**config.mk**
```make
export PLATFORM = sky130hd
export DESIGN_NAME = regfile_sb_flat
export DESIGN_NICKNAME = d
export VERILOG_FILES = /design/src/rtl/regfile_sb_pkg.sv /design/src/rtl/regfile_sb_if.sv /design/src/rtl/regfile_scoreboard.sv /design/src/rtl/regfile_sb.sv /design/src/flat_wrapper.sv
export SDC_FILE = /design/constraint.sdc
export NUM_CORES = 2
export LEC_CHECK = 0
export BUFFER_PORTS_ARGS = -buffer_cell sky130_fd_sc_hd__buf_2
export CAP_MARGIN = 5
export CORE_MARGIN = 10
export CORE_UTILIZATION = 58
export CTS_CLUSTER_SIZE = 40
export DETAILED_ROUTE_END_ITERATION = 6
export GPL_ROUTABILITY_DRIVEN = 0
export PLACE_DENSITY = 0.75
export SLEW_MARGIN = 20
export SYNTH_ARGS = -nofsm -noshare
export SYNTH_HDL_FRONTEND = slang
export SYNTH_SLANG_ARGS = --single-unit
```
**constraint.sdc**
```tcl
create_clock -name clk -period 9 [get_ports clk]
set_input_delay 0 -clock clk [delete_from_list [all_inputs] [get_ports clk]]
set_output_delay 0 -clock clk [all_outputs]
set_load 0.005 [all_outputs]
```
**src/rtl/regfile_sb_pkg.sv**
```systemverilog
// Shared defaults and register-file typedefs for regfile_sb.
// Holds no logic. Latency and backpressure are defined by regfile_sb and its scoreboard.
package regfile_sb_pkg;

    localparam int WIDTH_DEF = 32;
    localparam int DEPTH_DEF = 32;
    localparam int NREAD_DEF = 2;

    typedef logic [$clog2(DEPTH_DEF)-1:0] reg_addr_t;
    typedef logic [WIDTH_DEF-1:0]         reg_data_t;

endpackage

```
**src/rtl/regfile_sb_if.sv**
```systemverilog
// Bundles decode (issue/read) and writeback signals for regfile_sb.
// The master side drives requests. The slave side is the register file, which returns data, busy bits and issue_ready.
interface regfile_sb_if #(
    parameter int WIDTH = regfile_sb_pkg::WIDTH_DEF,
    parameter int DEPTH = regfile_sb_pkg::DEPTH_DEF,
    parameter int NREAD = regfile_sb_pkg::NREAD_DEF
);
    localparam int AW = $clog2(DEPTH);
    localparam int CW = $clog2(DEPTH + 1);

    logic                   we;
    logic [AW-1:0]          wa;
    logic [WIDTH-1:0]       wd;
    logic [NREAD*AW-1:0]    ra;
    logic [NREAD*WIDTH-1:0] rd;
    logic [NREAD-1:0]       rbusy;
    logic                   issue_valid;
    logic [AW-1:0]          issue_dst;
    logic                   issue_ready;
    logic [CW-1:0]          pending_cnt;

    modport master (
        output we, wa, wd, ra, issue_valid, issue_dst,
        input  rd, rbusy, issue_ready, pending_cnt
    );

    modport slave (
        input  we, wa, wd, ra, issue_valid, issue_dst,
        output rd, rbusy, issue_ready, pending_cnt
    );

endinterface

```
**src/rtl/regfile_scoreboard.sv**
```systemverilog
// Tracks one pending-write busy bit per register and counts the busy registers. issue_ready and rbusy are combinational.
// Busy state updates one cycle after issue. issue_ready drops on a WAW hazard and does not depend on issue_valid.
module regfile_scoreboard #(
    parameter int DEPTH    = 32,
    parameter int NREAD    = 2,
    parameter int ZERO_REG = 1,
    localparam int AW      = $clog2(DEPTH),
    localparam int CW      = $clog2(DEPTH + 1)
) (
    input  logic              clk,
    input  logic              reset_n,
    input  logic              we,
    input  logic [AW-1:0]     wa,
    input  logic              issue_valid,
    input  logic [AW-1:0]     issue_dst,
    input  logic [NREAD*AW-1:0] ra,
    output logic              issue_ready,
    output logic [NREAD-1:0]  rbusy,
    output logic [CW-1:0]     pending_cnt
);
    localparam bit ZR = (ZERO_REG != 0);

    logic [DEPTH-1:0] busy;
    logic             clr;
    logic             dst_zero;
    logic             set_eff;

    assign clr         = we & busy[wa];
    assign dst_zero    = ZR && (issue_dst == '0);
    assign issue_ready = dst_zero | ~busy[issue_dst] | (clr & (wa == issue_dst));
    assign set_eff     = issue_valid & issue_ready & ~dst_zero;

    // The set is applied after the clear, so a new producer on the same register wins.
    always_ff @(posedge clk) begin
        if (!reset_n) begin
            busy        <= '0;
            pending_cnt <= '0;
        end else begin
            if (clr)
                busy[wa] <= 1'b0;
            if (set_eff)
                busy[issue_dst] <= 1'b1;
            case ({set_eff, clr})
                2'b10:   pending_cnt <= pending_cnt + CW'(1);
                2'b01:   pending_cnt <= pending_cnt - CW'(1);
                default: pending_cnt <= pending_cnt;
            endcase
        end
    end

    for (genvar i = 0; i < NREAD; i++) begin : g_rbusy
        logic [AW-1:0] a;
        assign a        = ra[i*AW +: AW];
        assign rbusy[i] = busy[a] & ~(clr & (wa == a)) & ~(ZR && (a == '0));
    end

endmodule

```
**src/rtl/regfile_sb.sv**
```systemverilog
// Multi-read-port register file with a write-pending scoreboard. Reads are combinational and writes land on the clock edge.
// No backpressure on writeback. Decode stalls on issue_ready/rbusy. REGFILE_SB_BYPASS_EN adds same-cycle write-to-read bypass.
module regfile_sb
    import regfile_sb_pkg::*;
#(
    parameter int WIDTH    = WIDTH_DEF,
    parameter int DEPTH    = DEPTH_DEF,
    parameter int NREAD    = NREAD_DEF,
    parameter int ZERO_REG = 1
) (
    input  logic          clk,
    input  logic          reset_n,
    regfile_sb_if.slave   bus
);
    localparam int AW = $clog2(DEPTH);
    localparam bit ZR = (ZERO_REG != 0);

    logic [WIDTH-1:0] rf [DEPTH];
    logic             wa_zero;

    assign wa_zero = ZR && (bus.wa == '0);

    always_ff @(posedge clk) begin
        if (!reset_n) begin
            for (int i = 0; i < DEPTH; i++)
                rf[i] <= '0;
        end else if (bus.we && !wa_zero) begin
            rf[bus.wa] <= bus.wd;
        end
    end

    for (genvar i = 0; i < NREAD; i++) begin : g_rd
        logic [AW-1:0] a;
        logic          a_zero;
        assign a      = bus.ra[i*AW +: AW];
        assign a_zero = ZR && (a == '0);
`ifdef REGFILE_SB_BYPASS_EN
        assign bus.rd[i*WIDTH +: WIDTH] = a_zero ? '0 :
                                          (bus.we && !wa_zero && (bus.wa == a)) ? bus.wd : rf[a];
`else
        assign bus.rd[i*WIDTH +: WIDTH] = a_zero ? '0 : rf[a];
`endif
    end

    regfile_scoreboard #(
        .DEPTH    (DEPTH),
        .NREAD    (NREAD),
        .ZERO_REG (ZERO_REG)
    ) u_sb (
        .clk         (clk),
        .reset_n     (reset_n),
        .we          (bus.we),
        .wa          (bus.wa),
        .issue_valid (bus.issue_valid),
        .issue_dst   (bus.issue_dst),
        .ra          (bus.ra),
        .issue_ready (bus.issue_ready),
        .rbusy       (bus.rbusy),
        .pending_cnt (bus.pending_cnt)
    );

endmodule

```
**src/flat_wrapper.sv**
```systemverilog
// flat-port wrapper written by rule: the top's interface ports become plain ports
module regfile_sb_flat import regfile_sb_pkg::*;
#(
    parameter int WIDTH    = WIDTH_DEF,
    parameter int DEPTH    = DEPTH_DEF,
    parameter int NREAD    = NREAD_DEF,
    parameter int ZERO_REG = 1
)
  (clk, reset_n, bus_we, bus_wa, bus_wd, bus_ra, bus_issue_valid, bus_issue_dst, bus_rd, bus_rbusy, bus_issue_ready, bus_pending_cnt);
  regfile_sb_if #(.WIDTH(WIDTH), .DEPTH(DEPTH), .NREAD(NREAD)) bus_i ();
  input  logic clk;
  input  logic reset_n;
  input wire logic [$bits(bus_i.we)-1:0] bus_we;
  input wire logic [$bits(bus_i.wa)-1:0] bus_wa;
  input wire logic [$bits(bus_i.wd)-1:0] bus_wd;
  input wire logic [$bits(bus_i.ra)-1:0] bus_ra;
  input wire logic [$bits(bus_i.issue_valid)-1:0] bus_issue_valid;
  input wire logic [$bits(bus_i.issue_dst)-1:0] bus_issue_dst;
  output wire logic [$bits(bus_i.rd)-1:0] bus_rd;
  output wire logic [$bits(bus_i.rbusy)-1:0] bus_rbusy;
  output wire logic [$bits(bus_i.issue_ready)-1:0] bus_issue_ready;
  output wire logic [$bits(bus_i.pending_cnt)-1:0] bus_pending_cnt;
  assign bus_i.we = bus_we;
  assign bus_i.wa = bus_wa;
  assign bus_i.wd = bus_wd;
  assign bus_i.ra = bus_ra;
  assign bus_i.issue_valid = bus_issue_valid;
  assign bus_i.issue_dst = bus_issue_dst;
  assign bus_rd = bus_i.rd;
  assign bus_rbusy = bus_i.rbusy;
  assign bus_issue_ready = bus_i.issue_ready;
  assign bus_pending_cnt = bus_i.pending_cnt;
  regfile_sb #(.WIDTH(WIDTH), .DEPTH(DEPTH), .NREAD(NREAD), .ZERO_REG(ZERO_REG)) u_core (.clk(clk), .reset_n(reset_n), .bus(bus_i));
endmodule
```
==> run metrics <==
status=finished with violations; failing checks=DRC; CTS tree=yes; worst clock skew=roughly 11 ps; top-level I/O count=129; largest net degree at the start of global routing=around 110; gr usage total=approximately 34%; Syn Inst Count=3,580; Max-slew headroom=between 10% and 20%; first-pass GRT wire length=268,000 um; Max-Cap Viols=0; CP endpoint kind=flip-flop; Die ar.=112,000 um2; via count=between 30,000 and 40,000; prevailing post-synth register cell=edfxtp_1; post-route ant nets=0; power per cell area=~180 nW/um2; RSZ-0062 raised after global routing=false; clk root buf=clkbuf_16; fmax=roughly 0.21 GHz; sequential element share of the synthesized area=a little over half; delay-heaviest family, CP=compound AO/OA/AOI/OAI gates; Clock H-tree levels=3; Tcrit/Tclk final=a little over half; chip height=approximately 330 um; critical path startpoint category=input pin; Leakage=roughly 0.021 uW; die width=between 300 and 400 um; nets=around 3,700; share of flip-flops with an asynchronous set or reset=0%; Post-synth top cells=edfxtp_1 (1,024), and2_1 (993), mux4_2 (664), clkbuf_1 (307), nor2_1 (121); Syn Area/Cell=around 16 um2; Clock transition at path regs=60 ps; final hold slack=86.8 ps; total grt overflow=0; worst skew pair latency=approximately 700 ps; Post-synth EDFFs=just over 1,000; FF+latch count, synth=about 1,100; final core utilization=64.4%; Most common cell on crit path=o22ai_1; Min Clock Period, post-route=4690 ps; cell chain of the critical path=dlygate4sd3_1 -> buf_2 -> nand3b_1 -> o22ai_1 -> o22ai_1 -> a31oi_4 -> a41o_4 -> nand3_1 -> ha_1 -> xor2_1 -> ha_1 -> a21oi_1 -> o22ai_1 -> a222oi_1 -> or3_1 -> a21oi_1; setup repair bufs after CTS=0; setup TNS=0 ps; clk buf depth=3; top post-synthesis cells by area=edfxtp_1 (54%), mux4_2 (26%), and2_1 (11%); dpl ws=about 4400 ps; vias per cell=approximately 7.4; type of the tightest min-delay check=in -> reg; CP max stage delay=between 700 and 800 ps; row count=115; initial antenna violation count=12; Yosys Warn Count=0; final WL=between 150,000 and 200,000 um; Worst EP required=9530 ps; max-slew violations=0; Slew @ Worst Pin=around 1300 ps; DRC violations left=3; Max IR drop VDD=about 160 uV; vias in the first global route=around 37,000; Initial Utilization=approximately three fifths; post-synth top area share=a little over half; Setup WS post-layout=4310 ps; final setup violation count=0; Buf/Inv on CP=2; Worst EP arrival=5230 ps; drt pass-1 iters=7; detailed router's first-iteration violation count=between 6,000 and 7,000; area grow syn2layout=10.4%; Post-Syn Area=57,300 um2; CP max stage cell=nand3b_1; most frequent cell after synthesis=edfxtp_1; post-synthesis cell type count=55; WS Path Type=in -> reg; routed len/inst=about 38 um; core outline area=around 100,000 um2; TritonCTS Sinks=around 1,100; layout cell share with drive strength beyond 1=30.1%; final hold violations=0; critical path fanouts, max=33; Yosys top cell by area=edfxtp_1; Detailed Place HPWL=101,000 um; number of buffers created by CTS=about 110; Port Buf Inserts=128
timing repair:
item	CTS	global route
setup endpoints to repair	0	0
gates resized for setup	0	0
endpoints found under the hold margin	1024	0
hold buffers	45	0
where the power goes:
group          leakage, uW  internal [uW]  total, uW  switching (uW)
Combinational      0.00982            675       1510             830
Clock              0.00161           2360       4280            1910
Sequential          0.0101           5690       5830             147
Total               0.0215           8730      11600            2890
final cells by class:
class                      instances  area [um2]
fill                            6645       35000
sequential                      1062       31500
multi-input combinational       2150       24900
clock buffer                     140        2920
timing repair buffer             265        1880
tap                             1287        1610
clock inverter                    58         389
antenna                           10        25.0
inverter                           5        18.8
state kept, by name (all words and copies together) (netlist names):
signal / cells
u_core.rf: 1024
u_core.u_sb.busy: 32
u_core.u_sb.pending_cnt: 6
per-layer routing:
layer / share of wire, % / routed length, um / global-route usage (%) / up-vias
met4: 5.9 / 11100 / 18.0 / 16
li1: - / - / - / 13904
met3: 15 / 28400 / 11.5 / 733
met5: 0.043 / 82 / 0 / -
met1: 33 / 61600 / 42.3 / 18893
met2: 47 / 88200 / 52.0 / 3427
worst reg2reg max path, delay by kind of cell (launching register included):
kind / cells / cell delay [ps]
AO/OA/AOI/OAI: 8 / 2110
adder cells (fa/ha/maj): 2 / 570
multiplexers: 1 / 490
AND/OR/NAND/NOR: 2 / 360
flip-flops: 1 / 350
XOR/XNOR: 1 / 120
placed cells by master (no fill, tap or decap), drive strengths merged, types with 3 or more instances in the layout:
cell | synthesis | final
mux2i | 91 | 91
nand3b | 6 | 6
a32o | 9 | 9
inv | 4 | 6
o22ai | 8 | 8
nand3 | 13 | 13
xnor2 | 11 | 11
dfxtp | 38 | 38
a31o | 20 | 20
nand2b | 3 | 3
edfxtp | 1024 | 1024
or3b | 6 | 6
nand2 | 39 | 39
conb | 1 | 32
buf | 87 | 220
nor3b | 9 | 9
nor2 | 121 | 121
nor3 | 7 | 7
mux4 | 664 | 664
nor4 | 3 | 3
or3 | 4 | 4
dlygate4sd3 | 0 | 45
and2 | 993 | 993
clkinv | 1 | 50
a31oi | 17 | 17
diode | 0 | 10
o21ai | 36 | 36
clkinvlp | 0 | 4
and3b | 5 | 5
clkbuf | 307 | 140
xor2 | 10 | 10
bufinv | 0 | 3
a21oi | 16 | 16
ha | 3 | 3
stage by stage:
step | total power (uW) | std cells | instance area (um2)
after floorplan | 6830 | 3611 | 57400
after global placement | 7320 | 4723 | 59500
after detailed placement | 7390 | 4724 | 59500
after CTS | 11600 | 4967 | 63200
after global routing | 11900 | 4967 | 63300
final | 11600 | 4977 | 63300
cell families (layout without fill, tap and decap cells):
logic type / after synthesis / count (layout) / synth area share, %
simple gates: 1216 / 1216 / 12.6
flops: 1062 / 1062 / 55.0
mux: 755 / 755 / 27.7
buf+inv: 399 / 468 / 2.82
compound gates: 123 / 123 / 1.54
xor+xnor: 21 / 21 / 0.321
fa+ha+maj: 3 / 3 / 0.0655
other cells: 1 / 42 / 0.00654
path summary, 6_finish.rpt:
path              slack (ps)                       start  cells after the start                         end
setup reg to reg        4850        u_core.u_sb.busy[15]                     14  u_core.u_sb.pending_cnt[4]
hold / removal            90            bus_issue_dst[0]                      3        u_core.u_sb.busy[10]
setup / recovery        4310                   bus_wa[4]                     16  u_core.u_sb.pending_cnt[4]
hold reg to reg          530  u_core.u_sb.pending_cnt[5]                      2  u_core.u_sb.pending_cnt[5]
No activity file was read; power rests on OpenSTA's default activity.
